### src/rtl/pipeline_hazard_ctrl.sv
`default_nettype none
// +---------------------------------------------------------------------------+
// | pipeline_hazard_ctrl: stage enables, bubble strobes and stall/flush        |
// | counters for a 5-stage pipeline with req/ack instruction and data memory.  |
// | Revision: 1.0                                                             |
// +---------------------------------------------------------------------------+
module pipeline_hazard_ctrl #(
   parameter int CNT_W = 32
) (
   input  logic             clk,
   input  logic             reset_n,
   input  logic [4:0]       id_rs,
   input  logic [4:0]       id_rt,
   input  logic             id_uses_rs,
   input  logic             id_uses_rt,
   input  logic [4:0]       de_dst_reg,
   input  logic             de_mem_read,
   input  logic             em_take_branch,
   input  logic             em_mem_access,
   input  logic             imem_ack,
   input  logic             dmem_ack,
   output logic             imem_req,
   output logic             dmem_req,
   output logic             pc_wren,
   output logic             fd_wren,
   output logic             de_wren,
   output logic             em_wren,
   output logic             mw_wren,
   output logic             fd_flush,
   output logic             de_flush,
   output logic             em_flush,
   output logic             mw_flush,
   output logic             pc_sel_branch,
   output logic [CNT_W-1:0] stall_cnt,
   output logic [CNT_W-1:0] flush_cnt
);

   localparam logic [1:0]       c_st_boot    = 2'd0;
   localparam logic [1:0]       c_st_run     = 2'd1;
   localparam logic [1:0]       c_st_discard = 2'd2;
   localparam logic [CNT_W-1:0] c_cnt_one    = CNT_W'(1);

   logic [1:0]       r_state;
   logic [1:0]       w_next_state;
   logic             w_dmem_stall;
   logic             w_load_use;
   logic             w_stall_evt;
   logic [CNT_W-1:0] r_stall_cnt;
   logic [CNT_W-1:0] r_flush_cnt;

   assign w_dmem_stall = em_mem_access & ~dmem_ack;
   assign w_load_use   = de_mem_read & (de_dst_reg != 5'd0) &
                         ((id_uses_rs & (id_rs == de_dst_reg)) |
                          (id_uses_rt & (id_rt == de_dst_reg)));

   always_ff @(posedge clk) begin
      if (!reset_n) begin
         r_state <= c_st_boot;
      end else begin
         r_state <= w_next_state;
      end
   end

   // A fetch still outstanding after a redirect returns the old-path word;
   // DISCARD waits for that ack, even one arriving during a data stall.
   always_comb begin
      w_next_state = c_st_boot;
      case (r_state)
         c_st_boot:    w_next_state = c_st_run;
         c_st_run:     w_next_state = (!w_dmem_stall && em_take_branch && !imem_ack)
                                      ? c_st_discard : c_st_run;
         c_st_discard: w_next_state = imem_ack ? c_st_run : c_st_discard;
         default:      w_next_state = c_st_boot;
      endcase
   end

   always_comb begin
      imem_req      = 1'b0;
      dmem_req      = 1'b0;
      pc_wren       = 1'b0;
      fd_wren       = 1'b0;
      de_wren       = 1'b0;
      em_wren       = 1'b0;
      mw_wren       = 1'b0;
      fd_flush      = 1'b0;
      de_flush      = 1'b0;
      em_flush      = 1'b0;
      mw_flush      = 1'b0;
      pc_sel_branch = 1'b0;
      if (reset_n && (r_state == c_st_run || r_state == c_st_discard)) begin
         imem_req = 1'b1;
         dmem_req = em_mem_access;
         if (w_dmem_stall) begin
            mw_wren  = 1'b1;
            mw_flush = 1'b1;
         end else if (em_take_branch) begin
            pc_wren       = 1'b1;
            fd_wren       = 1'b1;
            de_wren       = 1'b1;
            em_wren       = 1'b1;
            mw_wren       = 1'b1;
            fd_flush      = 1'b1;
            de_flush      = 1'b1;
            em_flush      = 1'b1;
            pc_sel_branch = 1'b1;
         end else if (r_state == c_st_discard || (!w_load_use && !imem_ack)) begin
            fd_wren  = 1'b1;
            fd_flush = 1'b1;
            de_wren  = 1'b1;
            em_wren  = 1'b1;
            mw_wren  = 1'b1;
         end else if (w_load_use) begin
            de_wren  = 1'b1;
            de_flush = 1'b1;
            em_wren  = 1'b1;
            mw_wren  = 1'b1;
         end else begin
            pc_wren = 1'b1;
            fd_wren = 1'b1;
            de_wren = 1'b1;
            em_wren = 1'b1;
            mw_wren = 1'b1;
         end
      end
   end

   assign w_stall_evt = reset_n & (r_state != c_st_boot) & ~pc_wren;

   always_ff @(posedge clk) begin
      if (!reset_n) begin
         r_stall_cnt <= '0;
         r_flush_cnt <= '0;
      end else begin
         if (w_stall_evt && (r_stall_cnt != '1)) begin
            r_stall_cnt <= r_stall_cnt + c_cnt_one;
         end
         if (pc_sel_branch && (r_flush_cnt != '1)) begin
            r_flush_cnt <= r_flush_cnt + c_cnt_one;
         end
      end
   end

   assign stall_cnt = reset_n ? r_stall_cnt : '0;
   assign flush_cnt = reset_n ? r_flush_cnt : '0;

endmodule
`default_nettype wire

### config.mk
export PLATFORM = sky130hd
export DESIGN_NAME = pipeline_hazard_ctrl
export DESIGN_NICKNAME = d
export VERILOG_FILES = /design/src/rtl/pipeline_hazard_ctrl.sv
export SDC_FILE = /design/constraint.sdc
export NUM_CORES = 1
export LEC_CHECK = 0
export ABC_AREA = 1
export CAP_MARGIN = 20
export CORE_MARGIN = 1.5
export CORE_UTILIZATION = 53
export DETAILED_ROUTE_END_ITERATION = 16
export PLACE_DENSITY = 0.9
export SYNTH_ARGS = -nofsm -noshare
export SYNTH_HDL_FRONTEND = slang
export SYNTH_SLANG_ARGS = --single-unit
### constraint.sdc
create_clock -name clk -period 2.2 [get_ports clk]
set_input_delay 0.22 -clock clk [delete_from_list [all_inputs] [get_ports clk]]
set_output_delay 0.22 -clock clk [all_outputs]
set_load 0.03 [all_outputs]
==> results of run 1 <==
[area by class of cell]
type | count | area, um2 | share of cell area
clock buffers | 12 | 145 | 0.0219
clock inverters | 3 | 40.0 | 0.00605
inverters | 125 | 469 | 0.0709
multi-input cells | 621 | 3150 | 0.475
flip-flops and latches | 66 | 1320 | 0.200
well taps | 129 | 161 | 0.0244
repair buffers | 141 | 1330 | 0.201
[cell usage after synthesis (all sizes together), types with 2 or more instances]
cell,n
nand4,38
nand2,300
clkbuf,16
o21bai,3
nand3b,6
xor2,25
buf,17
nor2,102
o21ai,10
or2,2
nor4,4
nand3,26
a21oi,56
inv,125
dfxtp,66
xnor2,16
ha,6
nor3,24
[per-layer routing]
metal | vias up | wire (um) | GRT usage
met4 | 0 | 433 | 0.107
li1 | 2870 | - | -
met2 | 250 | 6750 | 0.494
met1 | 2524 | 6070 | 0.355
met5 | - | 0 | 0
met3 | 50 | 1030 | 0.0467
[worst paths after layout]
check	endpoint	slack [ns]	cells past startpoint
setup / recovery	r_flush_cnt[5]	0.11	15
hold / removal	r_stall_cnt[0]	0.38	4
setup reg to reg	r_flush_cnt[5]	0.11	15
hold reg to reg	r_flush_cnt[13]	0.50	2
[cells by family after synthesis]
logic type,after synthesis
simple gates,503
buf+inv,158
fa+ha+maj,6
compound gates,71
xor+xnor,41
flops,66
[flip-flops by register name, summed over array words and instances (netlist names)]
name         count
r_state          2
r_stall_cnt     32
r_flush_cnt     32
[stage by stage]
stage,cell area (um2),setup TNS (ns),setup WS [ns],hold slack [ns]
floorplan,5030,0,0.0930,0.397
global placement,6320,-0.391,-0.250,0.484
detailed placement,6320,-0.619,-0.299,0.494
CTS,6500,0,0.000519,0.377
global route,6620,-0.0632,-0.0242,0.406
finish,6620,0,0.106,0.381
[worst max-delay path, cell delays in order (launching register included)]
cell,delay (ns)
dfxtp_2,0.34
inv_2,0.05
ha_4,0.25
nand2_2,0.05
inv_2,0.07
nand2_2,0.06
buf_4,0.14
nor2_4,0.08
buf_4,0.12
inv_2,0.05
buf_6,0.13
a21oi_4,0.22
buf_6,0.16
nand2_2,0.05
nor2_2,0.12
nor3b_2,0.05
[power groups by stage]
stage               clock (uW)  sequential, uW  combinational, uW
floorplan                    0            1230                207
global placement             0            1230                360
detailed placement           0            1230                367
CTS                       1010            1210                363
global route              1080            1210                411
finish                    1010            1210                380
[timing repair]
item                                    4_1_cts  5_1_grt
endpoints found under the setup margin        9       41
gates cloned                                  0        1
buffers inserted                              0        2
gates resized for setup                      16       36
pin swaps                                     0        4
==> impl_metrics.csv, run 1 <==
group,metric,value,unit
power_and_ir_drop,peakVddDrop,0.299,mV
die,initial_core_util,0.544,
sta,fin_worst_skew,0.00867,ns
placed_design,dp_hpwl,10400,um
grt,grt-ovfl-total,0,
synth,synth_compound_area_frac,0.0809,
worst_setup_path,start_kind,"flop",
power_and_ir_drop,finalPower,2600,uW
synth,syn_area,5030,um2
layout,drive_gt1_frac,0.132,
power_and_ir_drop,p_leak,0.00301,uW
sta,slew_headroom,0.563,
synth,synthSimpleGateAreaFrac,0.442,
drt,post-route-drc-count,0,
die,die_w,100,um
min_path,hp-start,"reset_n",
die,num_io_pins,100,
power_and_ir_drop,internal_power,1900,uW
sta,hold_violations,0,
synth,synth_xor_area_frac,0.0714,
drt,first_iter_violations,347,
worst_setup_path,crit-reg2reg-launch,"r_state[0]",
synth,synth_top_area_frac,0.263,
layout,layout_commonest_cell,"nand2_1",
synth,synth_top_area_cell,"dfxtp_1",
clock_tree,h-tree-depth,3,
drt,drt-vias-per-instance,5.19,
synth,synth_area_leaders,"dfxtp_1 26%, nand2_1 21%, inv_1 9.1%",
die,die_h,100,um
synth,synthCells,845,
layout,nNetsFinal,994,
worst_setup_path,critPathLaunch,"r_state[0]",
power_and_ir_drop,power.switching,695,uW
synth,ys.flop_type,"dfxtp_1",
clock_tree,ctsHoldBuffers,0,
grt,grt_use_total,0.285,
synth,synth_top_family_by_area,"simple AND/OR/NAND/NOR gates",
power_and_ir_drop,powerDensity,392,nW/um2
grt,grt_pass1_wl,23400,um
clock_tree,cts_tree,"built",
sta,tightest_slew,0.656,ns
power_and_ir_drop,p_clk_frac,0.389,
layout,finish.utilization,0.716,
grt,grt_max_degree,76,
worst_setup_path,path_class,"reg2reg",
grt,antenna_found_initial,0,
layout,stdcell_count,1097,
layout,area_delta_synth_final,31.6,%
placed_design,portBuffers,99,
die,rows,35,
power_and_ir_drop,seqPwrFrac,0.465,
min_path,hold_class,"in2reg",
worst_setup_path,worstPathArrival,2.30,ns
sta,fin_crit_sh,0.952,
synth,synth_nets,875,
synth,synth_seq_cells,66,
clock_tree,cts_buffer_depth,2,
placed_design,dp.cells,1079,
die,core_area,9240,um2
drt,wl_per_cell,13.0,um
synth,muxShareOfSynthArea,0,
drt,firstDrtPassIters,5,
grt,grt_pass1_vias,5137,
run_status,run_status,"finished, final reports clean",
drt,ant_nets,0,
drt,wl,14300,um
sta,timing.fmax,478,MHz
power_and_ir_drop,p_sw_frac,0.268,
sta,setup_viol,0,
run,maxCapViolations,0,
synth,synth_cell_type_count,36,
synth,ys_seq_area_frac,0.263,
synth,synthAdderAreaFrac,0.0149,
worst_setup_path,required,2.41,ns
sta,fin_crit,2.09,ns
synth,syn_avg_cell_area,5.95,um2
clock_tree,cts_buffers,9,
clock_tree,cts_root_buffer,"clkbuf_8",
clock_tree,clkTransAtPathRegs,0.07,ns
synth,yosysWarnings,0,
clock_tree,clock_latency,0.35,ns
layout,final_cell_mix,"282 x nand2_1, 118 x inv_1, 93 x nor2_1, 84 x clkdlybuf4s50_1, 64 x dfxtp_1",
sta,final-max-slew-violation-count,0,
placed_design,gp_congestion,0.980,
layout,fillers,762,
synth,synthArstFlopShare,0,
clock_tree,clkSinkCount,66,
drt,vias,5694,
power_and_ir_drop,p_comb_frac,0.146,
layout,diodes,0,
worst_setup_path,cp_max_fo,6,
worst_setup_path,end_kind,"flop",
die,die_area,10100,um2
synth,synth-edff-count,0,
(Power assumes the default switching activity.)
==> run 2, diff against run 1 <==
--- a/config.mk
+++ b/config.mk
@@ -10,6 +10,7 @@
 export CORE_MARGIN = 1.5
 export CORE_UTILIZATION = 53
 export DETAILED_ROUTE_END_ITERATION = 16
+export GPL_ROUTABILITY_DRIVEN = 0
 export PLACE_DENSITY = 0.9
 export SYNTH_ARGS = -nofsm -noshare
 export SYNTH_HDL_FRONTEND = slang
==> run 2 against run 1 <==
Die area unchanged. Largest power group unchanged. Critical endpoint is now de_wren. Final cell count hardly changed. Core utilization shrank 0.24 points.
==> impl_metrics.csv, run 2 (synthesis gave the netlist of run 1 again) <==
group,metric,value,unit
run_status,run_status,"finished, final reports clean",
grt,antenna_found_initial,0,
sta,slew_headroom,0.578,
clock_tree,cts_buffer_depth,2,
sta,setup_slack,0.0377,ns
worst_setup_path,crit_buf_inv,6,
layout,layout_commonest_cell,"nand2_1",
sta,fin_crit,2.16,ns
grt,grt-ovfl-total,0,
die,die_w,100,um
layout,stdcell_count,1096,
layout,final_cell_mix,"285 x nand2_1, 119 x inv_1, 94 x nor2_1, 88 x clkdlybuf4s50_1, 64 x dfxtp_1",
sta,hold_violations,0,
placed_design,dp.cells,1075,
clock_tree,cts_root_buffer,"clkbuf_8",
worst_setup_path,start_kind,"flop",
drt,post-route-drc-count,0,
placed_design,dp_hpwl,10100,um
drt,first_iter_violations,396,
worst_setup_path,max_stage_delay,0.40,ns
power_and_ir_drop,power.switching,744,uW
sta,tightest_slew,0.634,ns
worst_setup_path,end_kind,"output pin",
power_and_ir_drop,p_comb_frac,0.157,
die,die_h,100,um
grt,grt_pass1_vias,5000,
die,die_area,10100,um2
clock_tree,h-tree-depth,3,
worst_setup_path,crit-reg2reg-launch,"r_flush_cnt[2]",
clock_tree,cts_tree,"built",
worst_setup_path,cp_max_fo,3,
drt,wl_per_cell,13.1,um
grt,grt_use_total,0.274,
layout,multiInputGateArea,3120,um2
sta,finalSetupTns,0,ns
layout,diodes,0,
drt,ant_nets,0,
drt,vias,5669,
sta,rsz0062_at_grt,"true",
worst_setup_path,path_class,"reg2out",
grt,grt_pass1_wl,22500,um
layout,seqCellArea,1320,um2
grt,grt_max_degree,76,
power_and_ir_drop,p_leak,0.00297,uW
die,core_area,9240,um2
worst_setup_path,reg2reg_slack,0.08,ns
worst_setup_path,crit_family,"buffers and inverters",
sta,fin_crit_sh,0.983,
power_and_ir_drop,seqPwrFrac,0.480,
placed_design,portBuffers,99,
power_and_ir_drop,peakVddDrop,0.300,mV
worst_setup_path,cp.depth,9,
sta,timing.fmax,462,MHz
sta,fin_worst_skew,0.0112,ns
die,num_io_pins,100,
worst_setup_path,cpMaxStageDelayCell,"dlygate4sd2_1",
clock_tree,clkTransAtPathRegs,0.07,ns
sta,setup_viol,0,
clock_tree,clock_latency,0.36,ns
min_path,hold_class,"in2reg",
layout,top_regs,"r_flush_cnt (32), r_stall_cnt (32), r_state (2)",
drt,firstDrtPassIters,9,
layout,drive_gt1_frac,0.119,
worst_setup_path,r2r-end,"r_flush_cnt[10]",
sta,final-max-slew-violation-count,0,
worst_setup_path,r2r_cells,7,
die,initial_core_util,0.544,
worst_setup_path,worstPathArrival,1.94,ns
layout,area_delta_synth_final,31.1,%
power_and_ir_drop,internal_power,1770,uW
worst_setup_path,required,1.98,ns
clock_tree,cts_buffers,9,
clock_tree,clkSinkCount,66,
worst_setup_path,critPathLaunch,"r_state[0]",
placed_design,dp_worst_setup_slack,-0.292,ns
power_and_ir_drop,p_sw_frac,0.296,
layout,fillers,750,
layout,nNetsFinal,992,
die,rows,35,
power_and_ir_drop,powerDensity,381,nW/um2
drt,drt-vias-per-instance,5.17,
drt,wl,14300,um
worst_setup_path,cp-endpoint,"de_wren",
worst_setup_path,path_cells,"inv_2 > ha_4 > nand2_2 > inv_2 > nand2_2 > buf_4 > buf_4 > inv_1 > dlygate4sd2_1",
power_and_ir_drop,p_clk_frac,0.363,
run,maxCapViolations,0,
-- run 2: cell count changes in the layout (fill, tap and decap cells not counted), moves of 2 or more --
| cell | before | now |
|---|---|---|
| a21oi_1 | 42 | 46 |
| a21oi_2 | 13 | 9 |
| buf_4 | 38 | 34 |
| clkbuf_16 | 0 | 2 |
| clkbuf_2 | 2 | 0 |
| clkdlybuf4s50_1 | 84 | 88 |
| dlygate4sd2_1 | 2 | 4 |
| dlymetal6s2s_1 | 4 | 0 |
| nand2_1 | 282 | 285 |
| nand2_2 | 18 | 15 |
-- run 2: metrics by stage --
stage / total power [uW] / area [um2] / utilization / hold WS (ns)
after global placement: 1590 / 6300 / 0.682 / 0.483
after detailed placement: 1600 / 6300 / 0.682 / 0.490
final: 2510 / 6590 / 0.714 / 0.366
after CTS: 2490 / 6480 / 0.702 / 0.369
after global routing: 2600 / 6590 / 0.714 / 0.387
after floorplan: 1440 / 5030 / - / 0.397
-- run 2: worst reg2reg max path, cell delays in order, from the launching register on --
cell	delay, ns
dfxtp_1	0.47
inv_1	0.11
nor4_1	0.55
nand2_1	0.14
nor2_1	0.33
xor2_1	0.22
nand2_1	0.08
a21oi_1	0.14
-- run 2: cell type report --
cell class / count / share of cell area
flip-flops and latches: 66 / 0.201
multi-input cells: 621 / 0.472
clock buffers: 11 / 0.0199
inverters: 125 / 0.0712
clock inverters: 5 / 0.00474
repair buffers: 139 / 0.206
well taps: 129 / 0.0245
-- run 2: timing repair --
| action | CTS | global route |
|---|---|---|
| pin swaps | 2 | 3 |
| endpoints found under the setup margin | 11 | 21 |
| setup buffers | 1 | 2 |
| gates resized for setup | 23 | 11 |
| hold buffers | 0 | 0 |
| cloned | 0 | 2 |
-- run 2: worst min-delay path by stage --
stage / from / endpoint / depth (start not counted)
4_1_cts: reset_n / r_stall_cnt[0] / 4
3_3_place_gp: r_flush_cnt[12] / r_flush_cnt[12] / 2
6_report: reset_n / r_stall_cnt[0] / 4
3_5_place_dp: r_stall_cnt[31] / r_stall_cnt[31] / 2
2_1_floorplan: em_take_branch / r_state[1] / 2
5_1_grt: reset_n / r_stall_cnt[0] / 4
-- run 2: per-layer routing --
layer	track usage	wire length (um)
met5	0	0
met4	0.104	384
met3	0.0369	1200
met2	0.470	6950
met1	0.350	5780
-- run 2: power by group through the flow --
stage | clock network [uW] | registers, uW | logic, uW
after global routing | 969 | 1210 | 422
after CTS | 918 | 1210 | 370
after global placement | 0 | 1230 | 361
after floorplan | 0 | 1230 | 207
final | 913 | 1210 | 394
after detailed placement | 0 | 1230 | 369
